### config.mk
export PLATFORM = sky130hd
export DESIGN_NAME = tt_autosel_mux_stepper
export DESIGN_NICKNAME = d
export VERILOG_FILES = /design/src/rtl/tt_autosel_mux_stepper.sv
export SDC_FILE = /design/constraint.sdc
export NUM_CORES = 1
export LEC_CHECK = 0
export BUFFER_PORTS_ARGS = -buffer_cell sky130_fd_sc_hd__buf_4
export CAP_MARGIN = 30
export CORE_UTILIZATION = 60
export CTS_BUF_LIST = sky130_fd_sc_hd__clkbuf_4 sky130_fd_sc_hd__clkbuf_8
export DETAILED_ROUTE_END_ITERATION = 8
export GPL_TIMING_DRIVEN = 0
export PLACE_DENSITY = 0.83
export SLEW_MARGIN = 20
export SYNTH_ARGS = -nofsm -noshare
export SYNTH_HDL_FRONTEND = slang
export SYNTH_SLANG_ARGS = --single-unit
### constraint.sdc
create_clock -name clk_i -period 4 [get_ports clk_i]
set_input_delay 1.2 -clock clk_i [delete_from_list [all_inputs] [get_ports clk_i]]
set_output_delay 1.2 -clock clk_i [all_outputs]
set_load 0.005 [all_outputs]
### src/rtl/tt_autosel_mux_stepper.sv
// Drives the TT mux control pins to select a design: a reset pulse on the address counter,
// then one increment pulse per index step, then a settle period before enable.
module tt_autosel_mux_stepper #(
  parameter int unsigned ADDR_W     = 10,
  parameter int unsigned RST_CYC    = 8,
  parameter int unsigned HALF_CYC   = 4,
  parameter int unsigned SETTLE_CYC = 16
) (
  input  logic              clk_i,
  input  logic              rst_i,
  input  logic              sel_valid_i,
  input  logic [ADDR_W-1:0] sel_addr_i,
  output logic              ctrl_sel_rst_n_o,
  output logic              ctrl_sel_inc_o,
  output logic              ctrl_ena_o,
  output logic              busy_o,
  output logic              done_o
);

  localparam int unsigned MaxCyc0 = (RST_CYC > HALF_CYC) ? RST_CYC : HALF_CYC;
  localparam int unsigned MaxCyc  = (MaxCyc0 > SETTLE_CYC) ? MaxCyc0 : SETTLE_CYC;
  localparam int unsigned TimerW  = $clog2(MaxCyc + 1);

  // Timer reload values hold the remaining cycles after the current one.
  localparam logic [TimerW-1:0] RstLd    = TimerW'(RST_CYC - 1);
  localparam logic [TimerW-1:0] HalfLd   = TimerW'(HALF_CYC - 1);
  localparam logic [TimerW-1:0] SettleLd = TimerW'(SETTLE_CYC - 1);

  typedef enum logic [2:0] {
    StIdle,
    StRstLo,
    StRstGap,
    StIncHi,
    StIncLo,
    StSettle,
    StEnabled
  } state_e;

  state_e              state_q, state_d;
  logic [TimerW-1:0]   timer_q, timer_d;
  logic [ADDR_W-1:0]   cnt_q, cnt_d;
  logic                sel_rst_n_q, sel_rst_n_d;
  logic                sel_inc_q, sel_inc_d;
  logic                ena_q, ena_d;
  logic                busy_q, busy_d;
  logic                done_q, done_d;
  logic                tmr_zero;
  logic                cnt_zero;

  assign tmr_zero = (timer_q == '0);
  assign cnt_zero = (cnt_q == '0);

  always_comb begin
    state_d = state_q;
    timer_d = tmr_zero ? timer_q : timer_q - 1'b1;
    cnt_d   = cnt_q;
    case (state_q)
      StIdle, StEnabled: begin
        timer_d = '0;
        if (sel_valid_i) begin
          state_d = StRstLo;
          timer_d = RstLd;
          cnt_d   = sel_addr_i;
        end
      end
      StRstLo: begin
        if (tmr_zero) begin
          state_d = StRstGap;
          timer_d = HalfLd;
        end
      end
      StRstGap, StIncLo: begin
        if (tmr_zero) begin
          state_d = cnt_zero ? StSettle : StIncHi;
          timer_d = cnt_zero ? SettleLd : HalfLd;
        end
      end
      StIncHi: begin
        if (tmr_zero) begin
          state_d = StIncLo;
          timer_d = HalfLd;
          cnt_d   = cnt_zero ? cnt_q : cnt_q - 1'b1;
        end
      end
      StSettle: begin
        if (tmr_zero) begin
          state_d = StEnabled;
        end
      end
      default: begin
        state_d = StIdle;
        timer_d = '0;
      end
    endcase
  end

  // Outputs are registered decodes of the next state so they line up with state_q.
  always_comb begin
    sel_rst_n_d = (state_d != StRstLo);
    sel_inc_d   = (state_d == StIncHi);
    ena_d       = (state_d == StEnabled);
    busy_d      = (state_d != StIdle) && (state_d != StEnabled);
    done_d      = (state_d == StEnabled) && (state_q != StEnabled);
  end

  always_ff @(posedge clk_i) begin
    if (rst_i) begin
      state_q     <= StIdle;
      timer_q     <= '0;
      cnt_q       <= '0;
      sel_rst_n_q <= 1'b1;
      sel_inc_q   <= 1'b0;
      ena_q       <= 1'b0;
      busy_q      <= 1'b0;
      done_q      <= 1'b0;
    end else begin
      state_q     <= state_d;
      timer_q     <= timer_d;
      cnt_q       <= cnt_d;
      sel_rst_n_q <= sel_rst_n_d;
      sel_inc_q   <= sel_inc_d;
      ena_q       <= ena_d;
      busy_q      <= busy_d;
      done_q      <= done_d;
    end
  end

  assign ctrl_sel_rst_n_o = sel_rst_n_q;
  assign ctrl_sel_inc_o   = sel_inc_q;
  assign ctrl_ena_o       = ena_q;
  assign busy_o           = busy_q;
  assign done_o           = done_q;

endmodule

==> results of run 1 <==
worst min-delay path, cell delays in order, from the launching register on:
cell     delay, ns
dfxtp_1       0.36
nand2_1       0.06
a21oi_1       0.05
per-stage QoR:
step           std cells  hold slack (ns)  utilization (%)  setup WS (ns)
2_1_floorplan        175            0.454                -           1.72
3_3_place_gp         219            0.465             74.4           1.45
3_5_place_dp         219            0.482             74.4           1.40
4_1_cts              223            0.500             75.7           1.67
5_1_grt              223            0.532             75.7           1.46
6_report             223            0.505             75.7           1.61
power by group through the flow:
stage	clock network, mW	logic, mW	registers (mW)
floorplan	0	0.306	0.310
global placement	0	0.383	0.314
detailed placement	0	0.399	0.317
CTS	0.114	0.401	0.312
global route	0.122	0.451	0.318
finish	0.112	0.407	0.312
cell type report:
cell class                 count  area share, %
multi-input combinational    134           53.3
tap                           27           2.18
buffer                        10           2.75
clock buffer                   3           1.46
clock inverter                 1          0.324
timing repair buffer          17           8.25
inverter                       8           1.94
sequential                    23           29.8
flip-flops by register name, summed over array words and instances, names as in the netlist:
name,cells
busy_o,1
cnt_q,10
ctrl_ena_o,1
ctrl_sel_inc_o,1
ctrl_sel_rst_n_o,1
done_o,1
state_q,3
timer_q,5
final timing paths:
| check | start | endpoint | slack (ns) | cells after the start |
|---|---|---|---|---|
| hold / removal | cnt_q[1]$_SDFFE_PP0P_ | cnt_q[1]$_SDFFE_PP0P_ | 0.51 | 2 |
| hold reg to reg | cnt_q[1]$_SDFFE_PP0P_ | cnt_q[1]$_SDFFE_PP0P_ | 0.51 | 2 |
| setup reg to reg | cnt_q[0]$_SDFFE_PP0P_ | cnt_q[0]$_SDFFE_PP0P_ | 1.61 | 8 |
| setup / recovery | cnt_q[0]$_SDFFE_PP0P_ | cnt_q[0]$_SDFFE_PP0P_ | 1.61 | 8 |
kinds of logic (layout without fill, tap and decap cells):
| kind of cell | count (synthesis) | in the layout |
|---|---|---|
| AND/OR/NAND/NOR | 70 | 70 |
| AO/OA/AOI/OAI | 58 | 58 |
| flip-flops | 23 | 23 |
| buffers and inverters | 18 | 39 |
| adder cells (fa/ha/maj) | 3 | 3 |
| XOR/XNOR | 2 | 2 |
| multiplexers | 1 | 1 |
layout by cell type (no fill, tap or decap), types with 4 or more instances in the layout:
cell / instances
nor2_1: 16
nand2_1: 16
o21ai_0: 11
a31oi_1: 4
buf_4: 18
dfxtp_1: 23
a21oi_1: 20
inv_1: 7
nor2b_1: 6
clkbuf_1: 7
nor3_1: 6
nand2b_1: 7
layer usage:
layer  global-route usage, %  vias up  wire (um)
met5                       0        -          0
met4                    9.52        0         57
met3                    2.78        8        171
met2                    44.1       55       1380
met1                    35.4      647       1490
li1                        -      674          -
==> impl_metrics.json, run 1 <==
{
  "clock-root-buffer": "clkbuf_4",
  "synth_top_area_cell": "dfxtp_1",
  "syn_to_final_growth_pct": 13.9,
  "synth_cells": 175,
  "synth_mux_area_share_pct": 0.737,
  "synthArstFlopShare_pct": 0,
  "fp.dieW_um": 49.6,
  "rows": 16,
  "ys.flop_type": "dfxtp_1",
  "worst_ep_arrival_time_ns": 2.65,
  "finalSetupTns_ns": 0,
  "setup_viol": 0,
  "synthTopCellsByArea": "dfxtp_1, a21oi_1, nand2_1",
  "portBuffers": 17,
  "drtIter0Drc": 43,
  "diodes": 0,
  "coreArea_sq_um": 2040,
  "period_minus_slack_ns": 2.39,
  "cp_top_family": "simple AND/OR/NAND/NOR gates",
  "ant_nets": 0,
  "grt_pass1_wl_um": 5110,
  "switching_power_uw": 350,
  "ioPinCount": 18,
  "drc": 0,
  "die_area_sq_um": 2460,
  "fmax_mhz": 418,
  "ctsHoldBuffers": 0,
  "yosysWarningCount": 0,
  "cts_tree": "yes",
  "globalplace.congestion": 0.899,
  "combinationalPowerShare_pct": 49.0,
  "synth_most_common_cell": "dfxtp_1",
  "synth.distinct_cells": 47,
  "cp_num_buf_inv": 2,
  "finalHoldViolCount": 0,
  "multi_input_area_sq_um": 825,
  "drtPass1Iterations": 5,
  "worstMarginPinSlew_ns": 0.588,
  "period_share_pct": 59.8,
  "dp_hpwl_um": 2300,
  "clockPowerShare_pct": 13.4,
  "layout-drive-gt1-share_pct": 16.3,
  "synth_area_per_cell_sq_um": 7.76,
  "hold_path_class": "flop to flop",
  "criticalPathCategory": "flop to flop",
  "required_ns": 4.26,
  "seq_area_frac_synth_pct": 33.9,
  "drt-wirelength-per-cell_um": 13.9,
  "drv_cap": 0,
  "start_util_pct": 66.5,
  "outcome": "completed",
  "synth_common_cells": "dfxtp_1, a21oi_1, nand2_1, nor2_1, o21ai_0",
  "cts_buffer_depth": 2,
  "die_h_um": 49.6,
  "vias": 1384,
  "synth-edff-count": 0,
  "slew_viol_final": 0,
  "syn-num-nets": 191,
  "track_usage_pct": 26.6,
  "total_power_uw": 831,
  "p_sw_share_pct": 42.1,
  "power_density_nw_per_um2": 537,
  "ys_ff_latch": 23,
  "synth-xor-area-share_pct": 1.29,
  "synth_top_area_share_pct": 33.9,
  "max-slew-margin-rel_pct": 60.6,
  "htreeDepth": 1,
  "dpl_cell_area_sq_um": 1520,
  "max_stage_delay_ns": 0.51,
  "antenna_found_initial": 0,
  "crit_path_top_delay_cell": "a31oi_2",
  "cp_cell_sequence": "inv_1, ha_1, nor3b_1, nand3_1, a31oi_2, buf_4, nand2_1, a31oi_1",
  "rsz0062_at_grt": "false",
  "fin_skew_ns": 0.0112,
  "pwr-share-seq_pct": 37.6,
  "critical_path.startpoint_type": "flop",
  "crit_path_end_kind": "flop",
  "ctsResizeCount": 0,
  "worstSkewPairLatency_ns": 0.32,
  "grt_pass1_vias": 1177,
  "internal_power_uw": 481,
  "yosys.area_share.adder_pct": 2.76,
  "wl_um": 3090,
  "synth_compound_area_share_pct": 27.6,
  "nFillCells": 174,
  "viasPerCell": 6.21,
  "clk_pin_slew_worst_paths_ns": 0.14,
  "synthSimpleGateAreaFrac_pct": 28.4,
  "stdcell_area_sq_um": 1550,
  "ir_drop_v": 0.000349,
  "post_cts_buffers": 0,
  "leakage_nw": 0.611,
  "crit_fanout": 10,
  "fin_nets": 213,
  "syn-cell-area_sq_um": 1360,
  "grt_max_degree": 14,
  "cts_sinks": 23,
  "cts_made_buffers": 3,
  "seqCellArea_sq_um": 460,
  "synth_top_family_by_area": "simple AND/OR/NAND/NOR gates",
  "overflow": 0
}
(Power assumes the default switching activity.)
==> inputs of run 2 (changes only) <==
Settings changed: ABC_AREA set to 1, CORE_UTILIZATION 60 to 59, PLACE_DENSITY 0.83 to 0.81.
Clock period 4 ns to 2.5 ns, I/O delays scaled along.
==> impl_metrics.json, run 2 <==
{
  "ioPinCount": 18,
  "synth_compound_area_share_pct": 14.7,
  "antenna_found_initial": 0,
  "yosysWarningCount": 0,
  "met2WireLength_um": 1420,
  "globalplace.congestion": 0.829,
  "holdWs_ns": 0.480,
  "ys.flop_type": "dfxtp_1",
  "criticalPathCategory": "flop to flop",
  "worstSkewPairLatency_ns": 0.33,
  "ir_drop_v": 0.000604,
  "post_cts_buffers": 0,
  "drtIter0Drc": 64,
  "cp_num_buf_inv": 3,
  "cts_tree": "yes",
  "finalHoldViolCount": 0,
  "synth_top_area_share_pct": 31.9,
  "synthArstFlopShare_pct": 0,
  "drt-wirelength-per-cell_um": 12.1,
  "yosys.area_share.adder_pct": 2.60,
  "fp.dieW_um": 51.4,
  "portBuffers": 17,
  "rows": 17,
  "period_share_pct": 69.9,
  "drv_cap": 0,
  "synth_cells": 213,
  "dp_hpwl_um": 2420,
  "stdcell_area_sq_um": 1630,
  "die_area_sq_um": 2640,
  "cts_buffer_depth": 2,
  "crit_fanout": 10,
  "leakage_nw": 0.812,
  "dpl_cell_area_sq_um": 1600,
  "final_cell_mix": "nand2_1, nor2_1, dfxtp_1, buf_4, inv_1",
  "coreArea_sq_um": 2250,
  "fin_nets": 251,
  "rsz0062_at_grt": "false",
  "wl_um": 3180,
  "worstMarginPinSlew_ns": 0.579,
  "max-slew-margin-rel_pct": 61.4,
  "layout_commonest_cell": "nand2_1",
  "synthTopCellsByArea": "dfxtp_1, nand2_1, nor2_1",
  "cp_top_family": "simple AND/OR/NAND/NOR gates",
  "synth_most_common_cell": "nand2_1",
  "synth_top_area_cell": "dfxtp_1",
  "grt_max_degree": 14,
  "syn-num-nets": 229,
  "fmax_mhz": 572,
  "outcome": "completed",
  "critical_path.startpoint_type": "flop",
  "overflow": 0,
  "seq_area_frac_synth_pct": 31.9,
  "synth_top_family_by_area": "simple AND/OR/NAND/NOR gates",
  "slew_viol_final": 0,
  "start_util_pct": 63.9,
  "highest_layer": "met4",
  "synth-edff-count": 0,
  "die_h_um": 51.4,
  "drc": 0,
  "reg_top3": "cnt_q (10), timer_q (5), state_q (3)",
  "synth-xor-area-share_pct": 0.608,
  "max_stage_delay_ns": 0.34,
  "clock-root-buffer": "clkbuf_4",
  "cp_cell_sequence": "inv_1, ha_1, nand2_2, inv_2, nand2_2, nor3_4, nand3_2, nand2_4, buf_6, nand2_2, o21ai_2, nor2_2",
  "fin_skew_ns": 0.0124,
  "rrSetupSlack_ns": 0.75,
  "finalSetupTns_ns": 0,
  "wl_met1_um": 1490,
  "regMostFlops": "cnt_q",
  "vias": 1418,
  "synth_area_per_cell_sq_um": 6.77,
  "diodes": 0,
  "ctsHoldBuffers": 0,
  "ctsResizeCount": 0,
  "ys_ff_latch": 23,
  "power_density_nw_per_um2": 860,
  "setup_viol": 0,
  "clk_pin_slew_worst_paths_ns": 0.14,
  "htreeDepth": 1,
  "synth.distinct_cells": 30,
  "crit_path_end_kind": "flop",
  "grt_pass1_vias": 1263,
  "routed-wl-met3_um": 218,
  "ant_nets": 0,
  "syn-cell-area_sq_um": 1440,
  "viasPerCell": 5.41,
  "period_minus_slack_ns": 1.75,
  "syn_to_final_growth_pct": 13.2,
  "cts_sinks": 23,
  "synthSimpleGateAreaFrac_pct": 40.7,
  "cts_made_buffers": 3,
  "hold_path_class": "flop to flop",
  "track_usage_pct": 27.2,
  "layout-drive-gt1-share_pct": 28.6,
  "grt_pass1_wl_um": 5380,
  "synth_mux_area_share_pct": 0,
  "required_ns": 2.73,
  "nFillCells": 189,
  "worst_ep_arrival_time_ns": 1.98,
  "crit_path_top_delay_cell": "dfxtp_1",
  "drtPass1Iterations": 4,
  "largest_reg_flops": 10,
  "synth_common_cells": "nand2_1, nor2_1, dfxtp_1, inv_1, nand3_1",
  "path_common_cell": "nand2_2"
}
-- run 2: layer usage --
layer	track usage, %	vias up
li1	-	727
met1	37.0	631
met2	43.7	55
met3	3.57	5
met4	9.46	0
met5	0	-
-- run 2: where the power goes --
| group | leakage (nW) | switching [mW] | internal, mW |
|---|---|---|---|
| Sequential | 0.189 | 0.0540 | 0.438 |
| Clock | 0.0177 | 0.127 | 0.0602 |
| Combinational | 0.605 | 0.465 | 0.259 |
| Total | 0.812 | 0.646 | 0.757 |
-- run 2: worst register-to-register path, cell delays in order, from the launching register on --
cell	delay, ns
dfxtp_1	0.34
inv_1	0.11
ha_1	0.20
nand2_2	0.07
inv_2	0.06
nand2_2	0.07
nor3_4	0.19
nand3_2	0.15
nand2_4	0.12
buf_6	0.17
nand2_2	0.07
o21ai_2	0.06
nor2_2	0.04
-- run 2: cell families (layout without fill, tap and decap cells) --
logic type               count (synthesis)  after routing
XOR/XNOR                                 1              1
flip-flops                              23             23
buffers and inverters                   33             54
AND/OR/NAND/NOR                        118            118
AO/OA/AOI/OAI                           35             35
adder cells (fa/ha/maj)                  3              3
-- run 2: worst paths after layout --
check / start / to / cells after the start
worst max register to register: cnt_q[0]$_SDFFE_PP0P_ / cnt_q[4]$_SDFFE_PP0P_ / 12
worst min register to register: timer_q[4]$_SDFF_PP0_ / timer_q[4]$_SDFF_PP0_ / 2
worst max-delay path: cnt_q[0]$_SDFFE_PP0P_ / cnt_q[4]$_SDFFE_PP0P_ / 12
worst min-delay path: timer_q[4]$_SDFF_PP0_ / timer_q[4]$_SDFF_PP0_ / 2
-- run 2: stage by stage --
stage / instances / utilization [%] / total power, mW / setup WS (ns)
floorplan: 213 / - / 1.05 / 0.992
global placement: 258 / 71.1 / 1.18 / 0.799
detailed placement: 258 / 71.1 / 1.22 / 0.787
CTS: 262 / 72.4 / 1.40 / 0.764
global route: 262 / 72.4 / 1.51 / 0.615
finish: 262 / 72.4 / 1.40 / 0.751
-- run 2: final cells by class --
cell class	instances	area, sq um	area share [%]
multi-input combinational	157	845	51.8
tap	28	35.0	2.15
clock inverter	1	5.00	0.307
sequential	23	460	28.2
clock buffer	3	22.5	1.38
inverter	29	109	6.67
buffer	4	27.5	1.69
timing repair buffer	17	128	7.82
